## src/rtl/detector_jogada_pkg.sv

```systemverilog
// Shared types and helpers for the player-move detector (state codes, default
// debounce length, counter sizing, one-hot helpers).
package detector_jogada_pkg;

    localparam int DEBOUNCE_PADRAO = 50000;

    typedef enum logic [3:0] {
        ESPERA   = 4'd0,
        FILTRA   = 4'd1,
        VALIDA   = 4'd2,
        REGISTRA = 4'd3,
`ifdef DETECTOR_JOGADA_INVALIDA_EN
        INVALIDA = 4'd4,
`endif
        SOLTA    = 4'd5
    } estado_t;

    // Width that can hold 0..n-1; n is at least 2.
    function automatic int largura_contador(input int n);
        return (n <= 2) ? 1 : $clog2(n);
    endfunction

    function automatic logic [3:0] bit_menor(input logic [3:0] v);
        return v & (~v + 4'd1);
    endfunction

    function automatic logic eh_one_hot(input logic [3:0] v);
        return (v != 4'd0) && ((v & (v - 4'd1)) == 4'd0);
    endfunction

endpackage

```

## src/rtl/sincronizador.sv

```systemverilog
// Two-flop synchronizer for asynchronous inputs, width-parameterized.
module sincronizador #(
    parameter int LARGURA = 1
) (
    input  logic               clock,
    input  logic               reset,
    input  logic [LARGURA-1:0] i_d,
    output logic [LARGURA-1:0] o_q
);

    logic [LARGURA-1:0] r_meta;
    logic [LARGURA-1:0] r_sinc;

    always_ff @(posedge clock or negedge reset) begin
        if (!reset) begin
            r_meta <= '0;
            r_sinc <= '0;
        end else begin
            r_meta <= i_d;
            r_sinc <= r_meta;
        end
    end

    assign o_q = r_sinc;

endmodule

```

## src/rtl/detector_jogada.sv

```systemverilog
// Debounced one-hot move detector for a 4-key player panel.
// Define DETECTOR_JOGADA_INVALIDA_EN to flag multi-key presses on jogada_invalida;
// otherwise the lowest-index pressed key is accepted.
module detector_jogada
    import detector_jogada_pkg::*;
#(
    parameter int DEBOUNCE_CICLOS = DEBOUNCE_PADRAO
) (
    input  logic       clock,
    input  logic       reset,
    input  logic [3:0] chaves,
    input  logic       habilita,
    input  logic       zeraJ,
    output logic [3:0] jogada,
    output logic       jogada_feita,
`ifdef DETECTOR_JOGADA_INVALIDA_EN
    output logic       jogada_invalida,
`endif
    output logic       db_tem_jogada,
    output logic [3:0] db_estado
);

    localparam int              CW      = largura_contador(DEBOUNCE_CICLOS);
    localparam logic [CW-1:0]   CNT_FIM = CW'(DEBOUNCE_CICLOS - 1);
    localparam logic [CW-1:0]   CNT_UM  = CW'(1);

    logic [3:0]    w_s;
    estado_t       r_estado, w_prox;
    logic [3:0]    r_cand,   w_cand;
    logic [CW-1:0] r_cnt,    w_cnt;
    logic [3:0]    r_jogada, w_jogada;
    logic          r_hab;

    sincronizador #(.LARGURA(4)) u_sinc (
        .clock (clock),
        .reset (reset),
        .i_d   (chaves),
        .o_q   (w_s)
    );

    always_ff @(posedge clock or negedge reset) begin
        if (!reset) begin
            r_estado <= ESPERA;
            r_cand   <= '0;
            r_cnt    <= '0;
            r_jogada <= '0;
            r_hab    <= 1'b0;
        end else begin
            r_estado <= w_prox;
            r_cand   <= w_cand;
            r_cnt    <= w_cnt;
            r_jogada <= w_jogada;
            r_hab    <= habilita;
        end
    end

    always_comb begin
        w_prox   = r_estado;
        w_cand   = r_cand;
        w_cnt    = r_cnt;
        w_jogada = r_jogada;
        // Clear first so a load in REGISTRA overrides it in the same cycle.
        if (zeraJ)
            w_jogada = '0;
        case (r_estado)
            ESPERA: begin
                if (r_hab && (w_s != 4'd0)) begin
                    w_cand = w_s;
                    w_cnt  = '0;
                    w_prox = FILTRA;
                end
            end
            FILTRA: begin
                if (!r_hab || (w_s != r_cand))
                    w_prox = ESPERA;
                else if (r_cnt == CNT_FIM)
                    w_prox = VALIDA;
                else
                    w_cnt = r_cnt + CNT_UM;
            end
            VALIDA: begin
`ifdef DETECTOR_JOGADA_INVALIDA_EN
                w_prox = eh_one_hot(r_cand) ? REGISTRA : INVALIDA;
`else
                w_cand = bit_menor(r_cand);
                w_prox = REGISTRA;
`endif
            end
            REGISTRA: begin
                w_jogada = r_cand;
                w_cnt    = '0;
                w_prox   = SOLTA;
            end
`ifdef DETECTOR_JOGADA_INVALIDA_EN
            INVALIDA: begin
                w_cnt  = '0;
                w_prox = SOLTA;
            end
`endif
            SOLTA: begin
                // Release must be continuous; any key restarts the count.
                if (w_s != 4'd0)
                    w_cnt = '0;
                else if (r_cnt == CNT_FIM)
                    w_prox = ESPERA;
                else
                    w_cnt = r_cnt + CNT_UM;
            end
            default: w_prox = ESPERA;
        endcase
    end

    assign jogada          = r_jogada;
    assign jogada_feita    = (r_estado == REGISTRA);
`ifdef DETECTOR_JOGADA_INVALIDA_EN
    assign jogada_invalida = (r_estado == INVALIDA);
`endif
    assign db_tem_jogada   = |w_s;
    assign db_estado       = r_estado;

endmodule

```

## config.mk

```make
export PLATFORM = sky130hd
export DESIGN_NAME = detector_jogada
export DESIGN_NICKNAME = d
export VERILOG_FILES = /design/src/rtl/detector_jogada_pkg.sv /design/src/rtl/sincronizador.sv /design/src/rtl/detector_jogada.sv
export SDC_FILE = /design/constraint.sdc
export NUM_CORES = 1
export LEC_CHECK = 0
export ABC_CLOCK_PERIOD_IN_PS = 4800
export CORE_MARGIN = 2
export CORE_UTILIZATION = 60
export DETAILED_ROUTE_END_ITERATION = 10
export PLACE_DENSITY_LB_ADDON = 0.05
export SYNTH_ARGS = -nofsm -noshare
export SYNTH_HDL_FRONTEND = slang
export SYNTH_SLANG_ARGS = --single-unit
```

## constraint.sdc

```tcl
create_clock -name clock -period 4.8 [get_ports clock]
set_input_delay 1.2 -clock clock [delete_from_list [all_inputs] [get_ports clock]]
set_output_delay 1.2 -clock clock [all_outputs]
set_load 0.01 [all_outputs]
```

# After elaboration in Yosys (flattened, before gate mapping)
# Cells that the tools add are included.
[op_classes]
n_addsub = 2
eq_ne = 11
n_mux = 15
bitwise = 2
n_reduce_logical = 12
[op_table]
columns = ["operator", "n"]
rows = [
  ["2-to-1 mux 16 bit", 4],
  ["case mux 16 bit (4 select lines)", 1],
  ["2-to-1 mux 4 bit", 8],
  ["case mux 4 bit (5 select lines)", 1],
  ["adder 16 x 1 -> 16 bit (second input constant)", 1],
  ["== test 16 bit (second input constant)", 1],
  ["== test 4 x 2 -> 1 bit (second input constant)", 2],
  ["inequality test 2 bit (second input constant)", 4],
  ["case mux 4 bit (2 select lines)", 1],
  ["nonzero test 4 bit", 2],
  ["adder 4 x 1 -> 4 bit (second input constant)", 1],
  ["bitwise AND 4 bit", 1],
  ["== test 4 x 1 -> 1 bit (second input constant)", 1],
  ["== test 4 x 3 -> 1 bit (second input constant)", 1],
  ["zero test 4 bit", 1],
  ["inequality test 4 bit", 1],
  ["inverter 4 bit", 1],
  ["AND reduction 4 bit", 1],
  ["nonzero test 2 bit", 2],
  ["OR reduction 4 bit", 1],
  ["inequality test 3 bit (second input constant)", 1],
  ["AND reduction 3 bit", 1],
  ["AND reduction 2 bit", 1],
  ["logical AND 1 bit", 1],
  ["other kinds (2)", 2],
]
[totals]
reg_bits = 37
in_bits = 8
out_inout_bits = 10
wordCells = 49

# Logic depth before layout (Yosys ltp)
[depth]
depth_word = 4
depth_mapped = 9
ltp_nobuf = 7

# Cells and area by module
# A second synthesis with hierarchy kept.
[hier_totals]
hier_cells = 178
hier_area_um2 = 1754.2
[modules_own_cells]
columns = ["module", "instances", "cells_per_inst", "area_each_um2", "seq_area_each_um2"]
rows = [
  ["detector_jogada", 1, 170, 1554.0, 700.7],
  ["sincronizador", 1, 8, 200.2, 200.2],
]

# Worst setup path before layout
# No wires, ideal clock.
[synth_path]
path_type = "flip-flop to output port"
startpoint = "register r_estado[2], in the netlist db_estado[2]"
endpoint = "output port jogada_feita"
t_arrival_ps = 1304
t_required_ps = 3600
path_slack_ps = 2296
stages_incl_launch_ff = 6
path_buffers = 2
cell_sequence = "dfrtp_1 > buf_6 > nand2b_1 > or2_2 > clkbuf_1 > inv_1"
[synth_via]
elab_chain_cells = 1
[synth_rtl]
columns = ["item", "line_no", "text"]
rows = [
  ["from (decl)", "detector_jogada.sv:28", "estado_t r_estado, w_prox;"],
  ["from (signal assigned)", "detector_jogada.sv:49", "r_estado <= w_prox;"],
  ["== test 4 x 2 -> 1 bit", "detector_jogada.sv:114", "assign jogada_feita = (r_estado == REGISTRA);"],
  ["to (decl)", "detector_jogada.sv:15", "output logic jogada_feita,"],
]
# Every way passes these cells.

# Final worst setup path
# Ends and elaborated chain as after synthesis.

==> metrics.md <==
| Metric | Value |
|---|---|
| Standby leakage power | roughly 0.85 nW |
| Final worst path period need | approximately 3.3 ns |
| Pin count of the biggest net entering global routing | 37 |
| Count leader, synth | sky130_fd_sc_hd__dfrtp_1 |
| Via count of the first global-routing pass | 1416 |
| Max FO, Critical Path | 10 |
| DRC violation total after the first TritonRoute iteration | roughly 70 |
| Capturing element type of the critical path | output port |
| Arrival time of the worst setup path | 2.11 ns |
| Endpoint, Worst Hold | u_sinc.o_q[1]$_DFF_PN0_ |
| Cell variety after synth | 41 |
| Required @ worst endpoint | between 3 and 4 ns |
| TritonCTS clock tree | yes |
| Tightest Pin Transition | 0.686 ns |
| Maximum clock insertion buffer count | 2 |
| GR Overflow Total | 0 |
| DIE AREA | between 3000 and 4000 um^2 |
| Die Ht | 58.3 um |
| Number of antenna-violating nets in the routed design | 0 |
| Number of levels in the clock H-tree | 2 |
| Sequential share of the synthesized area | roughly 51% |
| Mapped Area | around 1800 um^2 |
| Most used flip-flop cell after synthesis | sky130_fd_sc_hd__dfrtp_1 |
| Worst skew pair latency | roughly 0.34 ns |
| Number of CTS-inserted buffers | 5 |
| Minimum setup slack among reg-to-reg paths | approximately 2.4 ns |
| Flip-flop and latch count after synthesis | 36 |
| Fraction of registers with async set/reset | 100% |
| Status | complete, no violations |
| Number of antenna violations at the first check in global routing | 0 |
| Headroom to the max-slew limit | a little over half |
| PortBufs | 16 |
| Cell types with the largest area share after synthesis | sky130_fd_sc_hd__dfrtp_1 (51%), sky130_fd_sc_hd__xor2_1 (5.0%), sky130_fd_sc_hd__xnor2_1 (4.5%), sky130_fd_sc_hd__nand2_1 (4.2%), sky130_fd_sc_hd__nor2_1 (4.0%) |
| Final hold slack | approximately 0.36 ns |
| Number of vias per cell after detailed routing | 5.96 |
| Clock transition at path regs | 0.09 ns |
| Critical register-to-register path endpoint | r_cnt[14]$_DFFE_PN0P_ |
| Gate count after technology mapping | around 170 |
| Via count of the routed design | 1311 |
| Detailed-route wire length | 3370 um |
| Max Freq | 302 MHz |
| Global Route Usage Sum | between 20% and 30% |
| Clock root buffer master | sky130_fd_sc_hd__clkbuf_4 |
| Row count | 19 |
| Placeable core region | approximately 2800 um^2 |
| Launch instance of the worst min-delay path | u_sinc.r_meta[1]$_DFF_PN0_ |
| Total nets after synthesis | around 180 |
| Number of setup violations in the final report | 0 |
| Post-CTS Hold Buffers | 0 |
| Clock Skew | around 0.011 ns |
| Final Hold Viols | 0 |
| Critical path type | flop to output port |
| Count of antenna diodes in the layout | 0 |
| Path depth of the worst reg2reg path | 6 |
| Final count of pins violating max slew | 0 |
| Kind of path behind the tightest hold check | flop to flop |
| Cell count of the worst hold path | 0 |
| Total half-perimeter wirelength after legalization and detailed placement | ~2400 um |
| Final Net Count | between 150 and 200 |
| RR Startpoint | r_cand[0]$_DFFE_PN0P_ |
| Post-cts sizing count | 0 |
| Yosys warns | 0 |
| Post-detailed-route wirelength per cell | ~15 um |
| Drt pass-1 iters | 4 |
| Final cell utilization of the core | between 70 and 80% |
| Layout cells sized above 1 | around 8.5% |
| Startpoint class of the critical path | flop |
| Routability congestion estimate from global placement | between 0.8 and 0.9 |
| Clock net sink count | 36 |
| Tcrit/Tclk final | ~70% |
| Synth area leader | sky130_fd_sc_hd__dfrtp_1 |
| Wire length of the first global-routing pass | 5980 um |
| Final-layout setup total negative slack | 0 ns |
| Area growth, synth to finish | 12.4% |
| Leading post-synthesis cells by instance count | sky130_fd_sc_hd__dfrtp_1 (36), sky130_fd_sc_hd__nand2_1 (20), sky130_fd_sc_hd__nor2_1 (19) |
| Post-route DRC | 0 |
| RSZ-0062 raised after global routing | no |
| Power per unit of standard cell area | roughly 290 nW/um^2 |
| Peak ir drop on the vdd network | 0.000277 V |
| Die boundary width | ~58 um |
| Max capacitance violation total | 0 |
| Initial cell density of the core | a little under two thirds |
| Avg Inst Size Synth | between 10 and 15 um^2 |
| Buffers inserted by post-CTS timing repair | 0 |
| EDFF count, synth | 0 |
| # IOs | 18 |
| Fraction of synthesized cell area taken by the top area cell type | a little over 50% |
## cell type report
class,instances,area (um^2)
inverter,3,11.3
multi-input combinational,125,805
timing repair buffer,17,168
clock buffer,7,55.1
clock inverter,1,7.51
fill,209,796
tap,31,38.8
sequential,36,901
## worst max path at each step
stage,start,cells past startpoint,to,slack [ns]
2_1_floorplan,db_estado[2]$_DFFE_PN0P_,5,jogada_feita,2.30
3_3_place_gp,db_estado[2]$_DFFE_PN0P_,4,jogada_feita,1.92
3_5_place_dp,db_estado[2]$_DFFE_PN0P_,4,jogada_feita,1.86
4_1_cts,db_estado[2]$_DFFE_PN0P_,4,jogada_feita,1.47
5_1_grt,db_estado[2]$_DFFE_PN0P_,4,jogada_feita,1.36
6_report,db_estado[2]$_DFFE_PN0P_,4,jogada_feita,1.49
## state kept, by name (all words and copies together), names as in the netlist
| signal | count |
|---|---|
| db_estado | 3 |
| r_cnt | 16 |
| u_sinc.o_q | 4 |
| r_cand | 4 |
| r_hab | 1 |
| jogada | 4 |
| u_sinc.r_meta | 4 |
## logic make-up after synthesis
kind of cell,synth area share [%]
AO/OA/AOI/OAI,12.2
buffers and inverters,3.47
flip-flops,51.0
XOR/XNOR,9.42
other,0.212
adder cells (fa/ha/maj),0.708
multiplexers,1.20
AND/OR/NAND/NOR,21.8
## metrics by stage
step / total power, mW / setup WS (ns) / cells / cell area [um^2]
2_1_floorplan: 0.385 / 2.30 / 172 / 1770
3_3_place_gp: 0.406 / 1.92 / 212 / 1920
3_5_place_dp: 0.410 / 1.86 / 212 / 1920
4_1_cts: 0.580 / 1.47 / 220 / 1990
5_1_grt: 0.604 / 1.36 / 220 / 1990
6_report: 0.574 / 1.49 / 220 / 1990
## layer usage
layer	up-vias	wire (um)	share of wire [%]	GRT usage (%)
met2	38	1660	49	37.7
li1	631	-	-	-
met4	0	65	1.9	11.6
met1	635	1460	43	28.8
met5	-	0	0	0
met3	7	183	5.4	7.14
## critical path, stage by stage, from the launching register on
cell                              delay [ns]
sky130_fd_sc_hd__dfrtp_1                0.48
sky130_fd_sc_hd__nand2b_1               0.23
sky130_fd_sc_hd__or2_2                  0.38
sky130_fd_sc_hd__inv_1                  0.14
sky130_fd_sc_hd__clkdlybuf4s50_1        0.55
## power breakdown
group          switching [mW]  internal [mW]  total [mW]  leakage (nW)
Clock                  0.0974         0.0716       0.169        0.0315
Combinational          0.0388         0.0288      0.0676         0.349
Sequential             0.0172          0.320       0.337         0.472
Total                   0.153          0.421       0.574         0.852
## placed cells by master, fill, tap and decap left out, types with 2 or more instances in the layout
cell type                          n
sky130_fd_sc_hd__and4_1            2
sky130_fd_sc_hd__nand3b_1          4
sky130_fd_sc_hd__nand4_1           2
sky130_fd_sc_hd__o211ai_1          5
sky130_fd_sc_hd__nor2_1           19
sky130_fd_sc_hd__o21ai_0           4
sky130_fd_sc_hd__nand2_1          20
sky130_fd_sc_hd__xnor2_1           9
sky130_fd_sc_hd__a31oi_1           2
sky130_fd_sc_hd__clkbuf_4          5
sky130_fd_sc_hd__nor4_1            3
sky130_fd_sc_hd__nand2b_1          3
sky130_fd_sc_hd__a211oi_1          4
sky130_fd_sc_hd__nand3_1           8
sky130_fd_sc_hd__and3_1            4
sky130_fd_sc_hd__inv_1             3
sky130_fd_sc_hd__a2111oi_2         2
sky130_fd_sc_hd__dfrtp_1          36
sky130_fd_sc_hd__and2_1            2
sky130_fd_sc_hd__a22o_1            2
sky130_fd_sc_hd__clkdlybuf4s50_1  16
sky130_fd_sc_hd__nor2_2            2
sky130_fd_sc_hd__a21oi_1           3
sky130_fd_sc_hd__nor2b_1           2
sky130_fd_sc_hd__xor2_1           10
Power figures use the tool's default switching activity.
